--- config.mk ---
export PLATFORM = sky130hd
export DESIGN_NAME = imem_arbiter
export DESIGN_NICKNAME = d
export VERILOG_FILES = /design/src/rtl/imem_arbiter.sv
export SDC_FILE = /design/constraint.sdc
export NUM_CORES = 1
export LEC_CHECK = 0
export BUFFER_PORTS_ARGS = -buffer_cell sky130_fd_sc_hd__buf_2
export CORE_UTILIZATION = 37
export DETAILED_ROUTE_END_ITERATION = 12
export PLACE_DENSITY = 0.78
export SLEW_MARGIN = 20
export SYNTH_ARGS = -nofsm -noshare
export SYNTH_HDL_FRONTEND = slang
export SYNTH_SLANG_ARGS = --single-unit
--- constraint.sdc ---
create_clock -name clock -period 2.8 [get_ports clock]
set_input_delay 0.42 -clock clock [delete_from_list [all_inputs] [get_ports clock]]
set_output_delay 0.42 -clock clock [all_outputs]
set_load 0.02 [all_outputs]
--- src/rtl/imem_arbiter.sv ---
// Purpose: shares a single-port, 1-cycle-latency instruction memory between fetch (port 0) and debug loader (port 1).
// Latency: a response is valid exactly one cycle after its request is accepted; one read per cycle when consumed promptly.
// Backpressure: a stalled response is captured in a hold register and blocks all new grants until it is consumed.
module imem_arbiter #(
  parameter int addrWidth  = 32,
  parameter int instrWidth = 32
) (
  input  logic                  clock,
  input  logic                  reset,
  input  logic                  req0_valid,
  output logic                  req0_ready,
  input  logic [addrWidth-1:0]  req0_addr,
  output logic                  resp0_valid,
  input  logic                  resp0_ready,
  output logic [instrWidth-1:0] resp0_instr,
  output logic                  resp0_err,
  input  logic                  req1_valid,
  output logic                  req1_ready,
  input  logic [addrWidth-1:0]  req1_addr,
  output logic                  resp1_valid,
  input  logic                  resp1_ready,
  output logic [instrWidth-1:0] resp1_instr,
  output logic                  resp1_err,
  output logic [addrWidth-1:0]  mem_addr,
  input  logic [instrWidth-1:0] mem_instr
);

  // IDLE: nothing outstanding; FLIGHT: word on mem_instr now; HOLD: word parked in r_hold
  typedef enum logic [1:0] {
    IDLE   = 2'd0,
    FLIGHT = 2'd1,
    HOLD   = 2'd2
  } state_t;

  state_t                r_state;
  state_t                w_state_nxt;
  logic                  r_rr_ptr;
  logic                  r_owner;
  logic                  r_err;
  logic [addrWidth-1:0]  r_last_addr;
  logic [instrWidth-1:0] r_hold;

  logic                  w_owner_rdy;
  logic                  w_can_issue;
  logic                  w_grant_vld;
  logic                  w_grant_id;
  logic [addrWidth-1:0]  w_grant_addr;
  logic                  w_capture;
  logic                  w_resp_vld;
  logic [instrWidth-1:0] w_resp_dat;

  assign w_owner_rdy  = r_owner ? resp1_ready : resp0_ready;
  assign w_grant_addr = w_grant_id ? req1_addr : req0_addr;

  // State register
  always_ff @(posedge clock) begin
    if (!reset) begin
      r_state <= IDLE;
    end else begin
      r_state <= w_state_nxt;
    end
  end

  // Issue permission, round-robin grant and next-state selection
  always_comb begin
    w_can_issue = 1'b0;
    w_grant_vld = 1'b0;
    w_grant_id  = 1'b0;
    w_capture   = 1'b0;
    w_state_nxt = r_state;

    case (r_state)
      IDLE:    w_can_issue = 1'b1;
      FLIGHT,
      HOLD:    w_can_issue = w_owner_rdy;
      default: w_can_issue = 1'b0;
    endcase

    // Grants are suppressed while reset is held so nothing is accepted and then dropped
    if (reset && w_can_issue) begin
      if (req0_valid && req1_valid) begin
        w_grant_vld = 1'b1;
        w_grant_id  = r_rr_ptr;
      end else if (req0_valid) begin
        w_grant_vld = 1'b1;
        w_grant_id  = 1'b0;
      end else if (req1_valid) begin
        w_grant_vld = 1'b1;
        w_grant_id  = 1'b1;
      end
    end

    case (r_state)
      IDLE: begin
        if (w_grant_vld) begin
          w_state_nxt = FLIGHT;
        end
      end
      FLIGHT: begin
        if (w_owner_rdy) begin
          w_state_nxt = w_grant_vld ? FLIGHT : IDLE;
        end else begin
          // The memory only drives the word for this one cycle, so park it
          w_state_nxt = HOLD;
          w_capture   = 1'b1;
        end
      end
      HOLD: begin
        if (w_owner_rdy) begin
          w_state_nxt = w_grant_vld ? FLIGHT : IDLE;
        end
      end
      default: w_state_nxt = IDLE;
    endcase
  end

  // Ownership, error flag, round-robin pointer, last address and hold register
  always_ff @(posedge clock) begin
    if (!reset) begin
      r_rr_ptr    <= 1'b0;
      r_owner     <= 1'b0;
      r_err       <= 1'b0;
      r_last_addr <= '0;
      r_hold      <= '0;
    end else begin
      if (w_grant_vld) begin
        r_rr_ptr    <= ~w_grant_id;
        r_owner     <= w_grant_id;
        r_err       <= |w_grant_addr[1:0];
        r_last_addr <= w_grant_addr;
      end
      if (w_capture) begin
        r_hold <= mem_instr;
      end
    end
  end

  // Response routing: only the owning port ever sees valid, data or err
  always_comb begin
    w_resp_vld  = reset && (r_state != IDLE);
    w_resp_dat  = (r_state == HOLD) ? r_hold : mem_instr;
    resp0_valid = w_resp_vld && !r_owner;
    resp1_valid = w_resp_vld && r_owner;
    resp0_instr = resp0_valid ? w_resp_dat : '0;
    resp1_instr = resp1_valid ? w_resp_dat : '0;
    resp0_err   = resp0_valid && r_err;
    resp1_err   = resp1_valid && r_err;
    req0_ready  = w_grant_vld && !w_grant_id;
    req1_ready  = w_grant_vld && w_grant_id;
    // Idle cycles repeat the last address so the memory input does not toggle needlessly
    mem_addr    = w_grant_vld ? w_grant_addr : r_last_addr;
  end

endmodule

==> metrics, run 1 <==
sw power 0.00164 W; vias 4560; # diodes 0; critical path's slowest cell dfxtp_1; Switching Fraction 0.423; Placed Area 5150 um2; status completed; maximum VDD drop 0.000322 V; register area share after synthesis 0.336; Routed Wire Length 11700 um; Slew headroom 0.526; internal power 0.00225 W; Worst R2R End r_state[0]; CP startpoint r_state[0]; routed vias/inst 5.04; Crit path depth 7; WP buf/inv 3; final instance area 5380 um2; FF-to-FF setup slack 950 ps; Max Cap Violations 0; static leakage 2.64 nW; CP Max Fanout 33; RSZ-0062 raised after global routing no; largest net degree at the start of global routing 67; HPWL reported at the end of detailed placement 8350 um; Comb pwr share 0.456; R2R depth 6; most common cell in the netlist nand2_1; worst skew pair latency 340 ps; I/O Buffers 203; Syn Inst Count 585; Hold Fails Final Rpt 0; total grt overflow 0; post-layout min period 2610 ps; synthesized area per cell 7.03 um2; CP most frequent cell inv_1; CTS tree built; final antenna-violating net count 0; CP peak stage delay 380 ps; Synth warnings 0; post-synthesis async set-or-reset flop share 0; Slew @ Worst Pin 710 ps; setup bufs post-CTS 0; Placer Congestion 0.771; Hold WC Path Type input pin to flip-flop; Critical Path Sink Type primary output; GRT Total Usage 0.202; I/O Pins 204; TritonCTS Sinks 69; first-pass iteration count of the detailed router 4; EDFF count, synth 0; critical path cell sequence inv_1, ha_1, inv_1, o21a_4, nor2_1, a21oi_1, buf_2; Final setup viols 0; vias in the first global route 4033; drt wl/cell 13.0 um; delay-heaviest family, CP compound AO/OA/AOI/OAI gates; top area cells in the synthesized netlist dfxtp_1 34%, nand2_1 12%, a21oi_1 8.5%, mux2i_1 8.5%, nor2_1 6.5%; clk slew on worst S/H paths 80 ps; Syn Std Cell Area 4110 um2; # DRC 0; Post-CTS Hold Buffers 0; Unique masters post-synth 35; initial DRC count 246; power density over cell area 724 nW/um2; synthesis-to-finish area growth 30.7%; share of cells above drive strength 1 0.317; syn nets 691; Num CTS Buffers 9; Core Box Area 10800 um2; r2r startpoint r_state[0]; Net count, final 865; Die X 107 um; PostCTS Resize Cnt 0; Max Transition Viols Final 0; CTS Buffer Depth 2; top_reg_cell synth dfxtp_1; area leader, netlist dfxtp_1; CP Data Arrival Time 2190 ps; Fmax 0.383 GHz; required time worst endpoint 2380 ps; Post-Route Setup TNS 0 ps; CP endpoint mem_addr[31]; CP startpoint kind flip-flop; htree depth 3; initial core utilization 0.380; clock share of power 0.234; final worst path period share 0.932; clk root buf clkbuf_8; row cnt 38; sequential share of power 0.310; initial antenna violation count 0; WS Path Type flip-flop to primary output; first-pass GRT wire length 18600 um; skew final 9.76 ps; Die Y 107 um; synthesized flop and latch total 69; die area 11500 um2; post-synth top area share 0.336; top cells by count, synth 127 x nand2_1, 71 x nor2_1, 70 x a21oi_1
==> kinds of logic after synthesis <==
family                   synth area share
AND/OR/NAND/NOR                     0.299
AO/OA/AOI/OAI                       0.189
flip-flops                          0.336
buffers and inverters              0.0754
multiplexers                       0.0885
adder cells (fa/ha/maj)            0.0122
==> layout by cell type, fill, tap and decap left out, types with 2 or more instances in the layout <==
cell	instances
a211oi_1	3
a21oi_1	70
and2_1	2
and4_1	29
buf_2	203
buf_4	13
bufinv_16	2
clkbuf_8	10
clkinv_2	2
dfxtp_1	69
ha_1	3
inv_1	9
mux2i_1	35
nand2_1	127
nand2b_1	2
nand3_1	2
nor2_1	71
nor3_1	30
o21a_1	2
o21ai_0	51
o21ai_1	9
==> sequential cells by signal, indices dropped and copies added (netlist names) <==
signal       cells
r_last_addr     32
r_rr_ptr         1
r_hold          32
r_err            1
r_owner          1
r_state          2
==> worst min path at each step <==
stage,start,end,depth (start not counted)
finish,mem_instr[11],r_hold[11],3
global placement,r_hold[3],r_hold[3],2
detailed placement,r_hold[15],r_hold[15],2
CTS,mem_instr[2],r_hold[2],3
floorplan,r_hold[0],r_hold[0],2
global route,mem_instr[2],r_hold[2],3
==> metrics by stage <==
| stage | cells | worst slack (ps) | power, W | utilization | hold WS (ps) |
|---|---|---|---|---|---|
| after floorplan | 585 | 770 | 0.00254 | - | 436 |
| after global placement | 888 | 518 | 0.00298 | 0.475 | 442 |
| after detailed placement | 888 | 504 | 0.00301 | 0.475 | 448 |
| after CTS | 904 | 126 | 0.00393 | 0.496 | 308 |
| after global routing | 904 | 19.3 | 0.00416 | 0.496 | 307 |
| final | 904 | 189 | 0.00389 | 0.496 | 322 |
==> per-layer routing <==
layer,track usage,up-vias,part of all wire
met5,0,-,0
met4,0.0685,0,0.014
met3,0.0466,17,0.079
met2,0.365,192,0.48
met1,0.231,2006,0.43
li1,-,2345,-
==> power by group through the flow <==
stage	sequential, W	clock [W]	combinational, W
finish	0.00121	0.000909	0.00178
global route	0.00123	0.000984	0.00196
CTS	0.00121	0.000934	0.00178
detailed placement	0.00123	0	0.00178
global placement	0.00122	0	0.00176
floorplan	0.00121	0	0.00133
==> cell type report <==
type                       count  area, um2
multi-input combinational    452       2430
clock buffer                  10        138
sequential                    69       1380
timing repair buffer         217       1130
inverter                      10       37.5
clock inverter                 6       86.3
tap                          140        175
fill                        1146       5460
==> worst min-delay path: stages <==
cell and delay, ps:
buf_2 100, nand2_1 50, a21oi_1 50
Note: power is estimated with default switching activity, not from simulation.
==> inputs of run 2 (changes only) <==
--- a/config.mk
+++ b/config.mk
@@ -6,6 +6,7 @@
 export NUM_CORES = 1
 export LEC_CHECK = 0
 export BUFFER_PORTS_ARGS = -buffer_cell sky130_fd_sc_hd__buf_2
+export CORE_ASPECT_RATIO = 0.9
 export CORE_UTILIZATION = 37
 export DETAILED_ROUTE_END_ITERATION = 12
 export PLACE_DENSITY = 0.78
==> constraint.sdc (replaced) <==
create_clock -name clock -period 3.1 [get_ports clock]
set_input_delay 0.465 -clock clock [delete_from_list [all_inputs] [get_ports clock]]
set_output_delay 0.465 -clock clock [all_outputs]
set_load 0.02 [all_outputs]
==> metrics, run 2 (synthesized netlist as in run 1, its figures left out) <==
status completed; CTS tree built; top sig layer met4; setup bufs post-CTS 0; final worst path period share 0.882; largest net degree at the start of global routing 67; Net count, final 867; worst skew pair latency 330 ps; Fill cells 1120; I/O Buffers 203; TritonCTS Sinks 69; PostCTS Resize Cnt 0; I/O Pins 204; Slew headroom 0.285; initial DRC count 250; Slew @ Worst Pin 1070 ps; initial antenna violation count 0; Post-Route Utilization 0.506; static leakage 2.69 nW; final antenna-violating net count 0; RSZ-0062 raised after global routing no; CTS Buffer Depth 2; Max Cap Violations 0; multi-input logic area 2420 um2; power density over cell area 687 nW/um2; wire length on met2 5660 um; vias in the first global route 4045; required time worst endpoint 2630 ps; Seq. cell area 1380 um2; DR WL met3 677 um; Fmax 0.366 GHz; Placed Instances 883; die area 11500 um2; # diodes 0; maximum VDD drop 0.000370 V; CP Max Fanout 34; CP startpoint kind flip-flop; largest registers r_hold (32), r_last_addr (32), r_state (2); pre-CTS setup slack 662 ps; first-pass GRT wire length 19000 um; total grt overflow 0; initial core utilization 0.381; Critical Path Sink Type primary output; skew final 8.75 ps; Num CTS Buffers 9; Post-CTS Hold Buffers 0; share of cells above drive strength 1 0.317; most frequent cells in the layout 203 x buf_2, 127 x nand2_1, 71 x nor2_1; synthesis-to-finish area growth 33.0%; Max Transition Viols Final 0; Final setup viols 0; HPWL reported at the end of detailed placement 8560 um; Core Box Area 10800 um2; clk root buf clkbuf_16; vias 4647; Routed Wire Length 11900 um; post-layout min period 2730 ps; Die Y 102 um; Placed Area 5170 um2; Post-Route Setup TNS 0 ps; first-pass iteration count of the detailed router 4; GRT Total Usage 0.205; drt wl/cell 13.3 um; Hold WC Path Type input pin to flip-flop; row cnt 36; clk slew on worst S/H paths 60 ps; final instance area 5470 um2; PnR worst setup slack 366 ps; Placer Congestion 0.812; CP Data Arrival Time 2270 ps; commonest non-fill, non-tap cell in the layout buf_2; htree depth 3; M1 wire length 5380 um; WS Path Type flip-flop to primary output; Die X 113 um; fin cells 899; routed vias/inst 5.17; # DRC 0; Hold Fails Final Rpt 0
run 2: worst paths after layout:
path	from	to	slack, ps	cells past startpoint
setup / recovery	r_state[0]	resp0_instr[3]	370	5
hold / removal	mem_instr[26]	r_hold[26]	380	3
setup reg to reg	r_state[0]	r_state[0]	1200	6
hold reg to reg	r_hold[4]	r_hold[4]	450	2
run 2: final cells by class:
cell class | instances | share of cell area
multi-input combinational | 452 | 0.443
sequential | 69 | 0.252
timing repair buffer | 219 | 0.212
clock buffer | 10 | 0.0437
tap | 133 | 0.0304
clock inverter | 6 | 0.0114
inverter | 10 | 0.00686
run 2: per-layer routing:
layer / vias up / global-route usage
li1: 2347 / -
met1: 2125 / 0.259
met2: 155 / 0.346
met3: 20 / 0.0403
met4: 0 / 0.0830
met5: - / 0
run 2: stage by stage:
step	hold WS [ps]	power [W]
2_1_floorplan	436	0.00230
3_3_place_gp	442	0.00273
3_5_place_dp	447	0.00275
4_1_cts	366	0.00380
5_1_grt	375	0.00401
6_report	379	0.00376
run 2: worst max-delay path: stages, from the launching register on:
cell and delay [ps]:
dfxtp_1 390, inv_1 90, ha_1 230, or3_1 780, nor2_1 240, buf_2 190
run 2: where the power goes:
group | internal, W | switching (W)
clock network | 0.000641 | 0.000391
registers | 0.00104 | 0.0000599
logic | 0.000548 | 0.00109
